$ cat config.mk
export PLATFORM = sky130hd
export DESIGN_NAME = memory_arbiter
export DESIGN_NICKNAME = d
export VERILOG_FILES = /design/src/rtl/memory_arbiter.sv
export SDC_FILE = /design/constraint.sdc
export NUM_CORES = 1
export LEC_CHECK = 0
export CORE_MARGIN = 10
export CORE_UTILIZATION = 25
export CTS_BUF_LIST = sky130_fd_sc_hd__clkbuf_4 sky130_fd_sc_hd__clkbuf_8
export CTS_CLUSTER_SIZE = 8
export DETAILED_ROUTE_END_ITERATION = 12
export PLACE_DENSITY = 0.83
export REMOVE_ABC_BUFFERS = 1
export SYNTH_ARGS = -nofsm -noshare
export SYNTH_HDL_FRONTEND = slang
export SYNTH_SLANG_ARGS = --single-unit
$ cat constraint.sdc
create_clock -name clk -period 1.05 [get_ports clk]
set_clock_uncertainty 0.05 [all_clocks]
set_input_delay 0.21 -clock clk [delete_from_list [all_inputs] [get_ports clk]]
set_output_delay 0.21 -clock clk [all_outputs]
set_load 0.01 [all_outputs]
$ cat src/rtl/memory_arbiter.sv
// Two-port (instruction/data) arbiter onto a single-cycle storage port with one registered response slot.
// Define MEMORY_ARBITER_ROUND_ROBIN_EN for alternating priority on contention; default build gives the data port priority.
module memory_arbiter #(
   parameter int ADRESS_SIZE = 32,
   parameter int BIT_COUNT   = 32
) (
   input  logic                     clk,
   input  logic                     reset,
   input  logic                     IReqValid,
   output logic                     IReqReady,
   input  logic [ADRESS_SIZE-1:0]   IReqAdress,
   input  logic                     DReqValid,
   output logic                     DReqReady,
   input  logic                     DReqWrite,
   input  logic [BIT_COUNT/8-1:0]   DReqByteEn,
   input  logic [ADRESS_SIZE-1:0]   DReqAdress,
   input  logic [BIT_COUNT-1:0]     DReqData,
   output logic                     RspValid,
   output logic                     RspPort,
   output logic [BIT_COUNT-1:0]     RspData,
   input  logic                     RspReady,
   output logic                     MemEn,
   output logic                     MemWriteEn,
   output logic [BIT_COUNT/8-1:0]   MemByteEn,
   output logic [ADRESS_SIZE-1:0]   MemAdress,
   output logic [BIT_COUNT-1:0]     MemWriteData,
   input  logic [BIT_COUNT-1:0]     MemReadData
);
   localparam int BE_W = BIT_COUNT / 8;

   typedef enum logic {IDLE = 1'b0, HOLD = 1'b1} state_t;

   state_t               state_q, state_d;
   logic                 rsp_valid_q, rsp_valid_d;
   logic                 rsp_port_q, rsp_port_d;
   logic [BIT_COUNT-1:0] rsp_data_q, rsp_data_d;
   logic                 grant, any_req, sel_d, accept;

   // A new access may start whenever the response slot is empty or being drained this cycle.
   assign grant   = (state_q == IDLE) || RspReady;
   assign any_req = IReqValid || DReqValid;
   assign accept  = grant && any_req;

`ifdef MEMORY_ARBITER_ROUND_ROBIN_EN
   logic last_d_q, last_d_d;
   assign sel_d = DReqValid && !(IReqValid && last_d_q);
`else
   assign sel_d = DReqValid;
`endif

   assign IReqReady    = accept && !sel_d;
   assign DReqReady    = accept && sel_d;
   assign MemEn        = accept;
   assign MemWriteEn   = accept && sel_d && DReqWrite;
   assign MemAdress    = sel_d ? DReqAdress : IReqAdress;
   assign MemWriteData = sel_d ? DReqData : '0;
   assign MemByteEn    = !accept ? {BE_W{1'b0}} : (MemWriteEn ? DReqByteEn : {BE_W{1'b1}});

   assign RspValid = rsp_valid_q;
   assign RspPort  = rsp_port_q;
   assign RspData  = rsp_data_q;

   always_comb begin
      state_d     = state_q;
      rsp_valid_d = rsp_valid_q;
      rsp_port_d  = rsp_port_q;
      rsp_data_d  = rsp_data_q;
`ifdef MEMORY_ARBITER_ROUND_ROBIN_EN
      last_d_d    = last_d_q;
`endif
      if (accept) begin
         state_d     = HOLD;
         rsp_valid_d = 1'b1;
         rsp_port_d  = sel_d;
         rsp_data_d  = MemWriteEn ? {BIT_COUNT{1'b0}} : MemReadData;
`ifdef MEMORY_ARBITER_ROUND_ROBIN_EN
         last_d_d    = sel_d;
`endif
      end else if (grant) begin
         state_d     = IDLE;
         rsp_valid_d = 1'b0;
      end
   end

   always_ff @(posedge clk or negedge reset) begin
      if (!reset) begin
         state_q     <= IDLE;
         rsp_valid_q <= 1'b0;
         rsp_port_q  <= 1'b0;
         rsp_data_q  <= '0;
`ifdef MEMORY_ARBITER_ROUND_ROBIN_EN
         last_d_q    <= 1'b0;
`endif
      end else begin
         state_q     <= state_d;
         rsp_valid_q <= rsp_valid_d;
         rsp_port_q  <= rsp_port_d;
         rsp_data_q  <= rsp_data_d;
`ifdef MEMORY_ARBITER_ROUND_ROBIN_EN
         last_d_q    <= last_d_d;
`endif
      end
   end

endmodule

==> out/qor.csv <==
stage,metric,value,unit
pwr,Flop pwr share,30.2,%
setup_path,r2r setup slk,-410,ps
clock_tree,clk sinks,34,
synthesis,Post-Syn Area,2120,um^2
global_routing,number of global-route vias before repair,3293,
clock_tree,clk_lat worst skew,280,ps
synthesis,Syn. warnings,0,
setup_path,worst-path fanout max,3,
pwr,VDD IR max,0.402,mV
sta,Peak Freq,646,MHz
clock_tree,TritonCTS Buffers,5,
status,outcome,"complete, but fails checks",
synthesis,top cell type by total area after synthesis,dfrtp_1,
setup_path,Critical Path AT,1290,ps
detailed_routing,Vias,2983,
pwr,Internal,3670,uW
detailed_routing,post-DR vias/cell,4.59,
detailed_routing,Post-DRT Antenna Nets,0,
clock_tree,H-Tree Depth,2,
setup_path,critical path capture point type,output pin,
cells_and_area,share of cells above drive strength 1,55.7,%
global_routing,largest net degree at the start of global routing,35,
floorplan,Die Wd,112,um
pwr,pwr/cell area,902,nW/um^2
detailed_routing,final WL,14300,um
cells_and_area,nets,679,
synthesis,Post-Syn Area per Cell,9.23,um^2
job,maxcap violations,0,
sta,Rel. slew slack,76.7,%
clock_tree,"CTS clk-pin slew, worst paths",70,ps
place,Placement Cell Area,4690,um^2
setup_path,slowest CP cell,dfrtp_2,
setup_path,WS Path Type,reg -> out,
sta,setup_tns,-27870,ps
sta,final setup fails,139,
setup_path,CP required,790,ps
synthesis,sequential share of the synthesized area,40.1,%
floorplan,Starting Density,25.7,%
sta,Slew @ Worst Pin,350,ps
sta,fin crit period,1550,ps
place,Port Buf Inserts,243,
detailed_routing,WL per Instance,22.0,um
cells_and_area,Final Cell Area,5830,um^2
cells_and_area,"commonest non-fill, non-tap cell in the layout",buf_6,
place,RD Place Congestion,0.873,
worst_hold_path,Min-Delay Path Class,in -> async,
detailed_routing,DR pass1 iterations,4,
floorplan,# IOs,244,
pwr,leak pwr,0.00292,uW
clock_tree,TritonCTS clock tree,done,
pwr,Net Sw Power,1590,uW
global_routing,first-pass GRT wire length,20400,um
sta,crit share post-route,147,%
place,Detail Placement HPWL,10000,um
synthesis,register bit total from synthesis,34,
pwr,Clock power frac,19.1,%
detailed_routing,DRT iter0 DRCs,100,
setup_path,CP Launch Type,register,
setup_path,Crit Reg-Reg Endpoint,RspData[20],
cells_and_area,"Area growth, synth to finish",175,%
floorplan,area of the core,8260,um^2
synthesis,Yosys cell types,20,
clock_tree,maximum root-to-sink buffer count,2,
floorplan,Die Y,112,um
setup_path,worst-path cell chain,nand2b_4 -> buf_4 -> buf_4 -> and2_4 -> buf_6,
sta,final setup margin,-498,ps
pwr,Sw Ratio,30.2,%
global_routing,all-layer global routing usage,20.4,%
sta,RSZ-0062 raised after global routing,true,
place,dpl ws,-1020,ps
sta,Fin. Hold Viols,0,
clock_tree,CTS Root Buffer Type,clkbuf_8,
status,failing checks,setup timing,
synthesis,synth top area cells,"dfrtp_1, mux2_2, and2_1",
global_routing,GRT overflow,0,
pwr,Logic pwr share,50.7,%
setup_path,Reg2Reg Depth,7,
floorplan,Rows,33,
sta,Slew Limit Fails,0,
setup_path,Reg-to-Reg Start,RspValid,
floorplan,full die area,12600,um^2
global_routing,initial antenna violation count,3,
synthesis,Synth Instances,230,
synthesis,Synth top area share,40.1,%
cells_and_area,most frequent cells in the layout,"buf_6, clkdlybuf4s50_1, dlygate4sd2_1, buf_4",
detailed_routing,Post-route DRC,0,
setup_path,CP dominant cell by count,buf_4,
setup_path,CP peak stage delay,390,ps
clock_tree,cts hold-fix bufs,0,
[power groups by stage]
stage | logic (uW) | registers [uW] | clock network [uW]
final | 2660 | 1590 | 1010
after CTS | 2290 | 1570 | 1040
after global routing | 2820 | 1610 | 1090
after global placement | 2030 | 1570 | 0
after floorplan | 499 | 1650 | 0
after detailed placement | 2070 | 1590 | 0
[flip-flops by register name (all words and copies together) (netlist names)]
register and count:
RspPort 1, RspValid 1, RspData 32
[cell families (layout without fill, tap and decap cells)]
| family | Yosys count | in the layout | share of synthesized area, % |
|---|---|---|---|
| AO/OA/AOI/OAI | 70 | 70 | 17.6 |
| buffers and inverters | 22 | 333 | 7.43 |
| flip-flops | 34 | 34 | 40.1 |
| multiplexers | 32 | 32 | 17.0 |
| other | 0 | 3 | 0 |
| AND/OR/NAND/NOR | 72 | 73 | 17.9 |
[how the worst max path moves through the flow]
stage / start / to / slack [ps] / depth (start not counted)
after floorplan: RspValid / RspData[0] / -310 / 3
after global placement: RspReady / RspData[22] / -920 / 5
after detailed placement: RspReady / RspData[18] / -1020 / 5
after CTS: RspValid / MemByteEn[3] / -440 / 5
after global routing: RspValid / IReqReady / -540 / 5
final: RspValid / DReqReady / -500 / 5
[routing by layer]
layer  routed length (um)  track usage [%]  vias to the layer above
met3                 1200             7.24                       24
li1                     -                -                     1411
met1                 5020             20.7                     1388
met2                 7600             37.9                      160
met4                  462             6.43                        0
met5                    0                0                        -
[final cells by class]
type                            count  area, um^2
Timing Repair Buffer              323        3270
Fill cell                         576        2430
Multi-Input combinational cell    175        1470
Sequential cell                    34         852
Tap cell                          105         131
Clock buffer                        7        90.1
Inverter                            2        7.51
Antenna cell                        3        7.51
Clock inverter                      1        5.00
[through the flow]
stage | util (%) | instances | power (uW) | hold WS (ps)
2_1_floorplan | - | 210 | 2150 | -136
3_5_place_dp | 56.8 | 571 | 3660 | 442
4_1_cts | 64.4 | 613 | 4890 | 248
5_1_grt | 70.6 | 650 | 5510 | 262
6_report | 70.6 | 650 | 5260 | 249
3_3_place_gp | 56.8 | 571 | 3610 | 411
[what timing repair did]
item / 4_1_cts / 5_1_grt
resized for setup: 708 / 81
pin swaps: 6 / 25
endpoints found under the hold margin: 0 / 0
buffers inserted: 28 / 45
endpoints found under the setup margin: 139 / 139
gates cloned: 6 / 0
[cell usage after synthesis]
master    count
nor2_1        1
o21ai_4       1
o21ai_1      34
o21a_1        4
inv_1         1
and2_1       33
nand3_2       1
buf_2         9
dfrtp_1      34
nand2_2       1
nand2_1      33
a21o_1        1
nor2_4        1
inv_2         1
nor2b_2       1
mux2_2       32
o21ai_0      30
clkbuf_2      3
nand2b_2      1
buf_6         8
[worst max-delay path, delay by kind of cell, from the launching register on]
kind	cells	cell delay [ps]
buf+inv	3	380
flops	1	390
simple gates	2	230
Power figures use the tool's default switching activity.
